--- src/rtl/sync_duram_fifo_pkg.sv ---
// Shared constants and status type for the synchronous dual-port-RAM FIFO.
// Pointers carry one wrap bit above the RAM address so full and empty can be told apart.
package sync_duram_fifo_pkg;

  typedef struct packed {
    logic full;
    logic empty;
    logic almostFull;
    logic almostEmpty;
  } fifo_status_t;

  function automatic int depthOf(input int addrWidth);
    return 1 << addrWidth;
  endfunction

  function automatic int ptrWidthOf(input int addrWidth);
    return addrWidth + 1;
  endfunction

endpackage

--- src/rtl/sync_duram_fifo_mem.sv ---
// Simple dual-port storage: one write port and one registered read port.
// The array has no reset so that it maps onto block RAM.
module sync_duram_fifo_mem
  import sync_duram_fifo_pkg::*;
#(
  parameter int DATA_WIDTH = 32,
  parameter int ADDR_WIDTH = 5
) (
  input  logic                  i_clock,
  input  logic                  i_wrEn,
  input  logic [ADDR_WIDTH-1:0] i_wrAddr,
  input  logic [DATA_WIDTH-1:0] i_wrData,
  input  logic                  i_rdEn,
  input  logic [ADDR_WIDTH-1:0] i_rdAddr,
  output logic [DATA_WIDTH-1:0] o_rdData
);

  logic [DATA_WIDTH-1:0] r_mem [depthOf(ADDR_WIDTH)];
  logic [DATA_WIDTH-1:0] r_rdData;

  always_ff @(posedge i_clock) begin
    if (i_wrEn) begin
      r_mem[i_wrAddr] <= i_wrData;
    end
    if (i_rdEn) begin
      r_rdData <= r_mem[i_rdAddr];
    end
  end

  assign o_rdData = r_rdData;

endmodule

--- src/rtl/sync_duram_fifo.sv ---
// Synchronous FIFO built on a simple dual-port RAM with registered status flags.
// Define SYNC_DURAM_FIFO_FWFT_EN for first-word-fall-through; otherwise standard read latency.
module sync_duram_fifo
  import sync_duram_fifo_pkg::*;
#(
  parameter int DATA_WIDTH      = 32,
  parameter int ADDR_WIDTH      = 5,
  parameter int ALMOST_FULL_TH  = depthOf(ADDR_WIDTH) - 2,
  parameter int ALMOST_EMPTY_TH = 2
) (
  input  logic                  clock,
  input  logic                  reset_n,
  input  logic                  wr_en,
  input  logic [DATA_WIDTH-1:0] wr_data,
  input  logic                  rd_en,
  output logic [DATA_WIDTH-1:0] rd_data,
  output logic                  rd_valid,
  output logic                  full,
  output logic                  empty,
  output logic                  almost_full,
  output logic                  almost_empty,
  output logic [ADDR_WIDTH:0]   usedw,
  output logic                  overflow,
  output logic                  underflow
);

  localparam int PTR_W = ptrWidthOf(ADDR_WIDTH);
  localparam int DEPTH = depthOf(ADDR_WIDTH);
  localparam logic [PTR_W-1:0] DEPTH_CNT = PTR_W'(DEPTH);
  localparam logic [PTR_W-1:0] AF_TH     = PTR_W'(ALMOST_FULL_TH);
  localparam logic [PTR_W-1:0] AE_TH     = PTR_W'(ALMOST_EMPTY_TH);

  logic [PTR_W-1:0]      r_wrPtr;
  logic [PTR_W-1:0]      r_rdPtr;
  logic [PTR_W-1:0]      r_usedw;
  fifo_status_t          r_status;
  logic                  r_rdValid;
  logic                  r_hasData;
  logic                  r_overflow;
  logic                  r_underflow;

  logic                  w_wrAccept;
  logic                  w_rdAccept;
  logic                  w_memRdEn;
  logic                  w_rdValidNext;
  logic [PTR_W-1:0]      w_wrPtrNext;
  logic [PTR_W-1:0]      w_rdPtrNext;
  logic [PTR_W-1:0]      w_usedwNext;
  fifo_status_t          w_statusNext;
  logic [DATA_WIDTH-1:0] w_memRdData;

  assign w_wrAccept = wr_en & ~r_status.full;

`ifdef SYNC_DURAM_FIFO_FWFT_EN
  logic w_ramEmpty;

  // The RAM read register doubles as the output stage; refill it whenever it is free or being popped.
  assign w_ramEmpty    = (r_wrPtr == r_rdPtr);
  assign w_rdAccept    = rd_en & r_rdValid;
  assign w_memRdEn     = ~w_ramEmpty & (~r_rdValid | w_rdAccept);
  assign w_rdValidNext = w_memRdEn | (r_rdValid & ~w_rdAccept);
`else
  assign w_rdAccept    = rd_en & ~r_status.empty;
  assign w_memRdEn     = w_rdAccept;
  assign w_rdValidNext = w_rdAccept;
`endif

  assign w_wrPtrNext = r_wrPtr + PTR_W'(w_wrAccept);
  assign w_rdPtrNext = r_rdPtr + PTR_W'(w_memRdEn);

  always_comb begin
    w_usedwNext = r_usedw;
    if (w_wrAccept && !w_rdAccept) begin
      w_usedwNext = r_usedw + PTR_W'(1);
    end else if (!w_wrAccept && w_rdAccept) begin
      w_usedwNext = r_usedw - PTR_W'(1);
    end

    w_statusNext             = '0;
    w_statusNext.almostFull  = (w_usedwNext >= AF_TH);
    w_statusNext.almostEmpty = (w_usedwNext <= AE_TH);
`ifdef SYNC_DURAM_FIFO_FWFT_EN
    // The output register holds a word too, so the pointers alone cannot give the occupancy.
    w_statusNext.full  = (w_usedwNext == DEPTH_CNT);
    w_statusNext.empty = (w_usedwNext == '0);
`else
    w_statusNext.full  = (w_wrPtrNext[ADDR_WIDTH] != w_rdPtrNext[ADDR_WIDTH]) &&
                         (w_wrPtrNext[ADDR_WIDTH-1:0] == w_rdPtrNext[ADDR_WIDTH-1:0]);
    w_statusNext.empty = (w_wrPtrNext == w_rdPtrNext);
`endif
  end

  always_ff @(posedge clock or negedge reset_n) begin
    if (!reset_n) begin
      r_wrPtr     <= '0;
      r_rdPtr     <= '0;
      r_usedw     <= '0;
      r_status    <= '{full: 1'b0, empty: 1'b1, almostFull: 1'b0, almostEmpty: 1'b1};
      r_rdValid   <= 1'b0;
      r_hasData   <= 1'b0;
      r_overflow  <= 1'b0;
      r_underflow <= 1'b0;
    end else begin
      r_wrPtr     <= w_wrPtrNext;
      r_rdPtr     <= w_rdPtrNext;
      r_usedw     <= w_usedwNext;
      r_status    <= w_statusNext;
      r_rdValid   <= w_rdValidNext;
      r_hasData   <= r_hasData | w_memRdEn;
      r_overflow  <= wr_en & r_status.full;
      r_underflow <= rd_en & ~w_rdAccept;
    end
  end

  sync_duram_fifo_mem #(
    .DATA_WIDTH(DATA_WIDTH),
    .ADDR_WIDTH(ADDR_WIDTH)
  ) u_mem (
    .i_clock (clock),
    .i_wrEn  (w_wrAccept),
    .i_wrAddr(r_wrPtr[ADDR_WIDTH-1:0]),
    .i_wrData(wr_data),
    .i_rdEn  (w_memRdEn),
    .i_rdAddr(r_rdPtr[ADDR_WIDTH-1:0]),
    .o_rdData(w_memRdData)
  );

  // The RAM read register has no reset, so rd_data reads zero until a word has been fetched.
  assign rd_data      = r_hasData ? w_memRdData : '0;
  assign rd_valid     = r_rdValid;
  assign full         = r_status.full;
  assign empty        = r_status.empty;
  assign almost_full  = r_status.almostFull;
  assign almost_empty = r_status.almostEmpty;
  assign usedw        = r_usedw;
  assign overflow     = r_overflow;
  assign underflow    = r_underflow;

endmodule

--- config.mk ---
export PLATFORM = sky130hd
export DESIGN_NAME = sync_duram_fifo
export DESIGN_NICKNAME = d
export VERILOG_FILES = /design/src/rtl/sync_duram_fifo_pkg.sv /design/src/rtl/sync_duram_fifo_mem.sv /design/src/rtl/sync_duram_fifo.sv
export SDC_FILE = /design/constraint.sdc
export NUM_CORES = 1
export LEC_CHECK = 0
export ABC_AREA = 0
export BUFFER_PORTS_ARGS = -buffer_cell sky130_fd_sc_hd__buf_4
export CAP_MARGIN = 20
export CORE_MARGIN = 2
export CORE_UTILIZATION = 62
export CTS_CLUSTER_SIZE = 14
export DETAILED_ROUTE_END_ITERATION = 8
export PLACE_DENSITY = 0.78
export SYNTH_ARGS = -nofsm -noshare
export SYNTH_HDL_FRONTEND = slang
export SYNTH_HIERARCHICAL = 1
export SYNTH_SLANG_ARGS = --single-unit
--- constraint.sdc ---
create_clock -name clock -period 4.1 [get_ports clock]
set_input_delay 0.82 -clock clock [delete_from_list [all_inputs] [get_ports clock]]
set_output_delay 0.82 -clock clock [all_outputs]
set_load 0.01 [all_outputs]
# Yosys cells after proc, flatten, opt, wreduce, memory -nomap -nowiden
# Memories as Yosys holds them, arrays and structs flattened. A register that Yosys moved wholly into a read port is not among the register bits.
# Cells that the tools add are included.
# W data, S select, Z words.
# op_classes
addsub	4
n_mul	0
div_mod_pow	0
order_cmp	2
eq_ne	3
shift	0
n_mux	5
bitwise_logic	8
reduce_logical	5
# ops
operator	count
$mux W32	1
$add A6 B1 Y6	2
$mux W6	2
$add A6 B1 Y6 const B	1
$eq A6 B6 Y1	1
$ge A6 B5 Y1 const B	1
$le A6 B2 Y1 const B	1
$sub A6 B1 Y6 const B	1
$eq A5 B5 Y1	1
$and A1 B1 Y1	4
$logic_and A1 B1 Y1	3
$not A1 Y1	3
$logic_not A1 Y1	2
$mux W1	2
$ne A1 B1 Y1	1
$or A1 B1 Y1	1
# totals
register_bits	26
latchBits	0
ram_bits	1024
romBits	0
n_memories	1
# mem_list
memory	words	width	rd	rd_clocked_by_memory_dff	write_ports	line_no	rtl
u_mem.r_mem	32	32	1	1	1	sync_duram_fifo_mem.sv:18	logic [DATA_WIDTH-1:0] r_mem [depthOf(ADDR_WIDTH)];

# Depth between registers and ports, before layout
# Gate-level depths: netlist of the first run.
# logic_depth
depth_word	7
ltp_mapped	9
ltp_nobuf	9

# Modules after synthesis
# The synthesis of the first run kept the hierarchy.
# modules_own_cells
module	instances	cells_each	area_per_inst_um2
sync_duram_fifo_mem	1	2260	40805.4
sync_duram_fifo	1	137	1415.1

# Least setup slack after synthesis of the first run
# OpenSTA, ideal clock, no wires.
# synth_path
path_type	input to register
start	input wr_en
end	memory u_mem.r_mem[28][0] (enable)
setup_ns	0.421
arrival_time_ns	2.969
required_ns	3.679
setup_slack_ns	0.710
path_stages	5
cell_sequence	nand2b_4 -> inv_4 -> or3b_2 -> clkbuf_1 -> nor2_1
# synth_between
elab_chain_cells	3
# synth_rtl
element	line_no	rtl
start: declaration	sync_duram_fifo.sv:13	input logic wr_en,
$and A1 B1 Y1	sync_duram_fifo.sv:52	assign w_wrAccept = wr_en & ~r_status.full;
net w_wrAccept	sync_duram_fifo.sv:42	logic w_wrAccept;
$mux W1	sync_duram_fifo_mem.sv:22	if (i_wrEn) begin
$mux W1 (not written as such)	sync_duram_fifo_mem.sv:23	r_mem[i_wrAddr] <= i_wrData;
end: declaration	sync_duram_fifo_mem.sv:18	
# The timed path passes the listed nets, and every way through them passes these cells.

==> results of run 1 <==
==> placed cells by master, fill, tap and decap left out, types with 4 or more instances in the layout <==
| master | Yosys | final |
|---|---|---|
| a21oi_1 | 97 | 97 |
| a22o_1 | 64 | 64 |
| a22oi_1 | 96 | 96 |
| a31oi_1 | 33 | 33 |
| and2_1 | 35 | 34 |
| buf_12 | 0 | 12 |
| buf_4 | 33 | 137 |
| bufinv_16 | 0 | 11 |
| clkbuf_1 | 49 | 25 |
| clkbuf_16 | 0 | 104 |
| clkinv_1 | 0 | 25 |
| clkinv_2 | 0 | 13 |
| dfrtp_1 | 24 | 23 |
| edfxtp_1 | 1056 | 1056 |
| ha_1 | 6 | 6 |
| inv_1 | 4 | 4 |
| inv_6 | 0 | 5 |
| mux2i_1 | 512 | 512 |
| nand2_1 | 101 | 100 |
| nand3_1 | 106 | 106 |
| nand3b_1 | 5 | 5 |
| nor2_1 | 41 | 8 |
| nor2_4 | 0 | 33 |
| nor3_1 | 33 | 33 |
| o21ai_0 | 5 | 5 |
| xnor2_1 | 12 | 12 |
| xor2_1 | 6 | 6 |
==> worst register-to-register path: stages (launching register included) <==
cell and delay (ps):
dfrtp_4 870, buf_12 490, mux2i_1 360, a22o_1 190
nor3_1 110, a31oi_1 520, nand3_1 220
==> path summary, 6_finish.rpt <==
path,from,end,slack (ps),cells after the start
max in group asynchronous,reset_n,empty,3740,1
hold reg to reg,r_wrPtr[5],r_wrPtr[5],520,2
min in group clock,rd_en,underflow,400,2
hold / removal,reset_n,rd_valid,60,1
setup / recovery,r_rdPtr[0],u_mem/o_rdData[12],1050,6
setup reg to reg,r_rdPtr[0],u_mem/o_rdData[12],1050,6
==> metrics by stage <==
step | hold slack (ps) | utilization, %
after global routing | 82.0 | 70.6
final | 60.7 | 70.6
after floorplan | 478 | -
after global placement | 495 | 65.5
after CTS | 46.5 | 70.5
after detailed placement | 507 | 65.5
==> per-layer routing <==
| layer | GRT usage (%) | vias up |
|---|---|---|
| met5 | 0 | - |
| met4 | 10.9 | 0 |
| li1 | - | 9705 |
| met1 | 38.8 | 11500 |
| met3 | 4.33 | 208 |
| met2 | 46.0 | 1256 |
==> power breakdown <==
part / internal [W] / switching [W] / leakage, nW
logic: 0.00361 / 0.00637 / 5.20
clock network: 0.00540 / 0.00398 / 1.63
registers: 0.0133 / 0.000461 / 9.85
total: 0.0223 / 0.0108 / 16.7
==> area by class of cell <==
cell class,instances,area [sq um]
antenna,1,2.50
clock buffer,131,2720
clock inverter,61,624
fill,4043,19800
inverter,6,25.0
multi-input combinational,1179,9340
sequential,1082,32400
tap,873,1090
timing repair buffer,150,1300
==> sequential cells by signal, indices dropped and copies added (netlist names) <==
| name | count |
|---|---|
| r_wrPtr | 6 |
| u_mem/r_mem | 1024 |
| r_hasData | 1 |
| underflow | 1 |
| almost_empty | 1 |
| usedw | 6 |
| overflow | 1 |
| r_rdPtr | 6 |
| u_mem/o_rdData | 32 |
| almost_full | 1 |
| rd_valid | 1 |
| full | 1 |
| empty | 1 |
==> kinds of logic (layout without fill, tap and decap cells) <==
logic type / count (synthesis) / after routing / synth area share [%]
flip-flops: 1082 / 1082 / 76.7
adder cells (fa/ha/maj): 6 / 6 / 0.178
multiplexers: 512 / 512 / 12.1
buffers and inverters: 136 / 348 / 1.87
XOR/XNOR: 18 / 18 / 0.373
other: 0 / 1 / 0
AO/OA/AOI/OAI: 298 / 298 / 4.80
AND/OR/NAND/NOR: 345 / 345 / 3.99
==> out/qor.csv, run 1 <==
metric;value;unit
first-pass iteration count of the detailed router;5;
Distinct cells, synth;46;
vias per cell;6.51;
CTS Hold Bufs;0;
Total Routed Length;98200;microns
post-route ant nets;0;
Post-Synthesis Cell Area;42200;sq um
metal2 WL;48100;microns
DR DRC count;0;
root buffer cell;clkbuf_16;
Critical Path AT;3410;ps
CTS Buffer Depth;3;
placed cell count;3289;
CP Cell Sequence;buf_12 > mux2i_1 > a22o_1 > nor3_1 > a31oi_1 > nand3_1;
Slew HR;36.1;%
I/O pins;81;
Post-Synthesis Cells;2397;
H-tree depth;3;
max layer used;met4;
design area;47500;sq um
fraction of registers with async set or reset after synthesis;2.40;%
setup TNS;0;ps
vias in the first global route;22700;
Worst Skew;24.4;ps
pre-CTS WS;964;ps
fmax;328;MHz
met3 routed WL;8520;microns
share of post-route cells with drive strength above 1;13.3;%
Initial Util;62.8;%
DP Area;44100;sq um
P_leak;16.7;nW
largest net degree at the start of global routing;88;
Max-Cap Viols;0;
Non-Filler Instances;3483;
synth-to-layout area growth;12.4;%
critical-path maximum fanout;65;
Die Width;265;microns
PD cells;697;nW/um^2
most frequent cells after synthesis;edfxtp_1, mux2i_1, nand3_1;
total die area;70200;sq um
count leader, synth;edfxtp_1;
Core Box Area;67300;sq um
critical path type;reg -> reg;
CTS clk-pin slew, worst paths;60;ps
Critical Path RT;4470;ps
Most used DFF post-synth;edfxtp_1;
Initial DRC Count;2786;
PnR worst setup slack;1050;ps
Clock Latency Late Sink;670;ps
Top delay family on crit path;flip-flops;
vias post-DR;22700;
total power;0.0331;W
top post-synthesis cells by area;edfxtp_1, mux2i_1, a22oi_1;
Die Y;265;microns
CTS sink cnt;1082;
post-synthesis area per instance;17.6;sq um
worst-margin pin slew;956;ps
Buf+Inv Stages, Crit Path;1;
Post-CTS Setup Inserts;0;
nets;2564;
fin crit period;3050;ps
VDD IR max;0.000569;V
final slew viol count;0;
Ys Warns;6;
GRT overflow;0;
total CTS buffers;103;
PortBufs;80;
CTS tree;built;
status;finished clean;
detailed placer's ending HPWL;55300;microns
CP peak stage delay;870;ps
GPL Wtd Cong;0.851;
Routed WL per cell;28.2;microns
Final Hold Fails;0;
RSZ-0062 raised after global routing;false;
Worst setup EP type;flip-flop;
post-synth top area cell;edfxtp_1;
initial antenna violation count;4;
post-cts resize count;0;
post-synthesis register bit count;1082;
Mapped Nets;2439;
CP Launch Type;flip-flop;
setup violators final;0;
crit share post-route;74.3;%
post-synth top area share;75.1;%
first-pass GRT wire length;145000;microns
sequential area share after synthesis;76.7;%
row count;95;
Post-synth EDFFs;1056;
M1 WL;38000;microns
CP max-delay cell;dfrtp_4;
total track usage;28.2;%
worst min path class;in -> async;
Power figures use the tool's default switching activity.
==> inputs of run 2 (changes only) <==
- CORE_UTILIZATION: 62 -> 56
- PLACE_DENSITY: 0.78 -> 0.74
- clock period: 4.1 -> 2.62 ns (I/O delays scaled with it)
==> out/qor.csv, run 2 (synthesized netlist as in run 1, its figures left out) <==
metric;value;unit;change
total CTS buffers;104;;+0.97%
most frequent cells in the layout;edfxtp_1, mux2i_1, buf_4;;
I/O pins;81;;unchanged
Critical Path RT;3020;ps;-1450 ps
Slew HR;52.3;%;+16 points
Worst setup EP type;flip-flop;;
total power;0.0533;W;+61%
pre-CTS WS;204;ps;-760 ps
Critical Path AT;2850;ps;-560 ps
total die area;77600;sq um;+11%
critical-path maximum fanout;25;;-62%
switching pwr;0.0168;W;+56%
share of post-route cells with drive strength above 1;15.4;%;+2.0 points
Sequential Power Share;40.2;%;-1.3 points
worst-margin pin slew;716;ps;-240 ps
PnR worst setup slack;175;ps;-878 ps
design area;48800;sq um;+2.7%
CTS sink cnt;1082;;unchanged
Final Hold Fails;0;;unchanged
H-tree depth;3;;unchanged
Core Box Area;74600;sq um;+11%
storage element area;32400;sq um;unchanged
Worst Skew;20.9;ps;-3.49 ps
Fillers;4825;;+19%
nets;2616;;+2.0%
Max-Cap Viols;0;;unchanged
GPL Wtd Cong;0.835;;-1.9%
initial antenna violation count;4;;unchanged
post-route ant nets;0;;unchanged
Post-CTS Setup Inserts;0;;unchanged
setup TNS;0;ps;unchanged
most common cell after layout, fill and taps aside;edfxtp_1;;
GRT overflow;0;;unchanged
row count;100;;+5.3%
Combinational Power Share;30.3;%;about the same
DP Area;45100;sq um;+2.3%
status;finished clean;;
CP Launch Type;flip-flop;;
Routed WL per cell;28.2;microns;about the same
worst min path class;in -> reg;;
final slew viol count;0;;unchanged
Initial Util;56.6;%;-6.1 points
detailed placer's ending HPWL;56400;microns;+2.0%
PortBufs;80;;unchanged
PD cells;1090;nW/um^2;+57%
Initial DRC Count;2647;;-5.0%
Total Routed Length;102000;microns;+4.2%
fin crit period;2440;ps;-602 ps
first-pass iteration count of the detailed router;5;;unchanged
fmax;409;MHz;+25%
Buf+Inv Stages, Crit Path;3;;+2
Int Power;0.0364;W;+64%
VDD IR max;0.000795;V;+40%
CP peak stage delay;590;ps;-280 ps
critical path type;reg -> reg;;
CTS tree;built;;
setup violators final;0;;unchanged
Top delay family on crit path;buffers and inverters;;
flip-flop count of the largest register after layout;1024;;unchanged
synth-to-layout area growth;15.5;%;
vias in the first global route;23000;;+1.4%
CTS clk-pin slew, worst paths;60;ps;about the same
CTS Buffer Depth;3;;unchanged
crit share post-route;93.3;%;+19 points
DR DRC count;0;;unchanged
root buffer cell;clkbuf_16;;
total track usage;26.4;%;-1.8 points
largest net degree at the start of global routing;58;;-34%
P_leak;17.2;nW;+3.2%
Die Width;279;microns;+5.1%
Clock Latency Late Sink;670;ps;about the same
CP max-delay cell;dfrtp_4;;
critical path's most frequent cell;buf_12;;
vias per cell;6.34;;-2.6%
Die Y;279;microns;+5.1%
CP Cell Sequence;buf_12 > buf_12 > buf_12 > mux2i_1 > a22o_1 > nor3_1 > a31oi_1 > nand3_1;;
clock network power share;29.5;%;+1.1 points
Top reg by flops;u_mem/r_mem;;
RSZ-0062 raised after global routing;false;;
vias post-DR;23000;;+1.5%
switching part of the total power;31.6;%;-1.1 points
first-pass GRT wire length;149000;microns;+2.9%
footprint of the multi-input gates;9340;sq um;unchanged
==> run 2: cell types whose count changed in the layout (fill, tap and decap cells not counted), moves of 3 or more <==
cell	change
buf_12	+42
buf_4	+9
bufinv_16	+10
clkbuf_1	-11
clkinv_2	+7
clkinv_4	-3
==> run 2: final timing paths <==
| check | startpoint | end | slack, ps | depth (start not counted) |
|---|---|---|---|---|
| worst max-delay path | r_rdPtr[0] | u_mem/o_rdData[28] | 180 | 8 |
| worst min-delay path | rd_en | underflow | 100 | 2 |
| worst max register to register | r_rdPtr[0] | u_mem/o_rdData[28] | 180 | 8 |
| worst min register to register | r_rdPtr[5] | r_rdPtr[5] | 520 | 2 |
| max in group asynchronous | reset_n | empty | 2020 | 2 |
| min in group asynchronous | reset_n | usedw[5] | 310 | 2 |
==> run 2: repair_timing <==
item,in CTS,in global routing
hold buffers,1,0
hold endpoints to repair,24,0
gates resized for setup,0,0
==> run 2: final cells by class <==
class | count | share of cell area [%]
flip-flops and latches | 1082 | 66.4
clock buffers | 118 | 5.45
multi-input cells | 1179 | 19.1
inverters | 6 | 0.0513
repair buffers | 201 | 4.49
clock inverters | 74 | 1.98
well taps | 969 | 2.49
diodes | 1 | 0.00513
==> run 2: per-layer routing <==
metal / vias to the layer above / part of all wire [%] / global-route usage, %
li1: 9823 / - / -
met2: 1237 / 49 / 43.6
met3: 222 / 8.1 / 3.75
met1: 11700 / 39 / 36.0
met5: - / 0.013 / 0
met4: 2 / 3.6 / 10.2
==> run 2: power groups by stage <==
stage | Combinational (W) | Sequential, W | Clock (W)
after floorplan | 0.0102 | 0.0215 | 0
after global placement | 0.0156 | 0.0217 | 0
after detailed placement | 0.0159 | 0.0218 | 0
after CTS | 0.0160 | 0.0214 | 0.0159
after global routing | 0.0170 | 0.0215 | 0.0166
final | 0.0161 | 0.0214 | 0.0157
==> run 2: through the flow <==
step	util, %	hold WS (ps)	std cells
6_report	65.4	96.2	3630
3_3_place_gp	60.5	441	3436
3_5_place_dp	60.5	448	3436
2_1_floorplan	-	228	2397
4_1_cts	65.4	70.6	3629
5_1_grt	65.4	100	3630
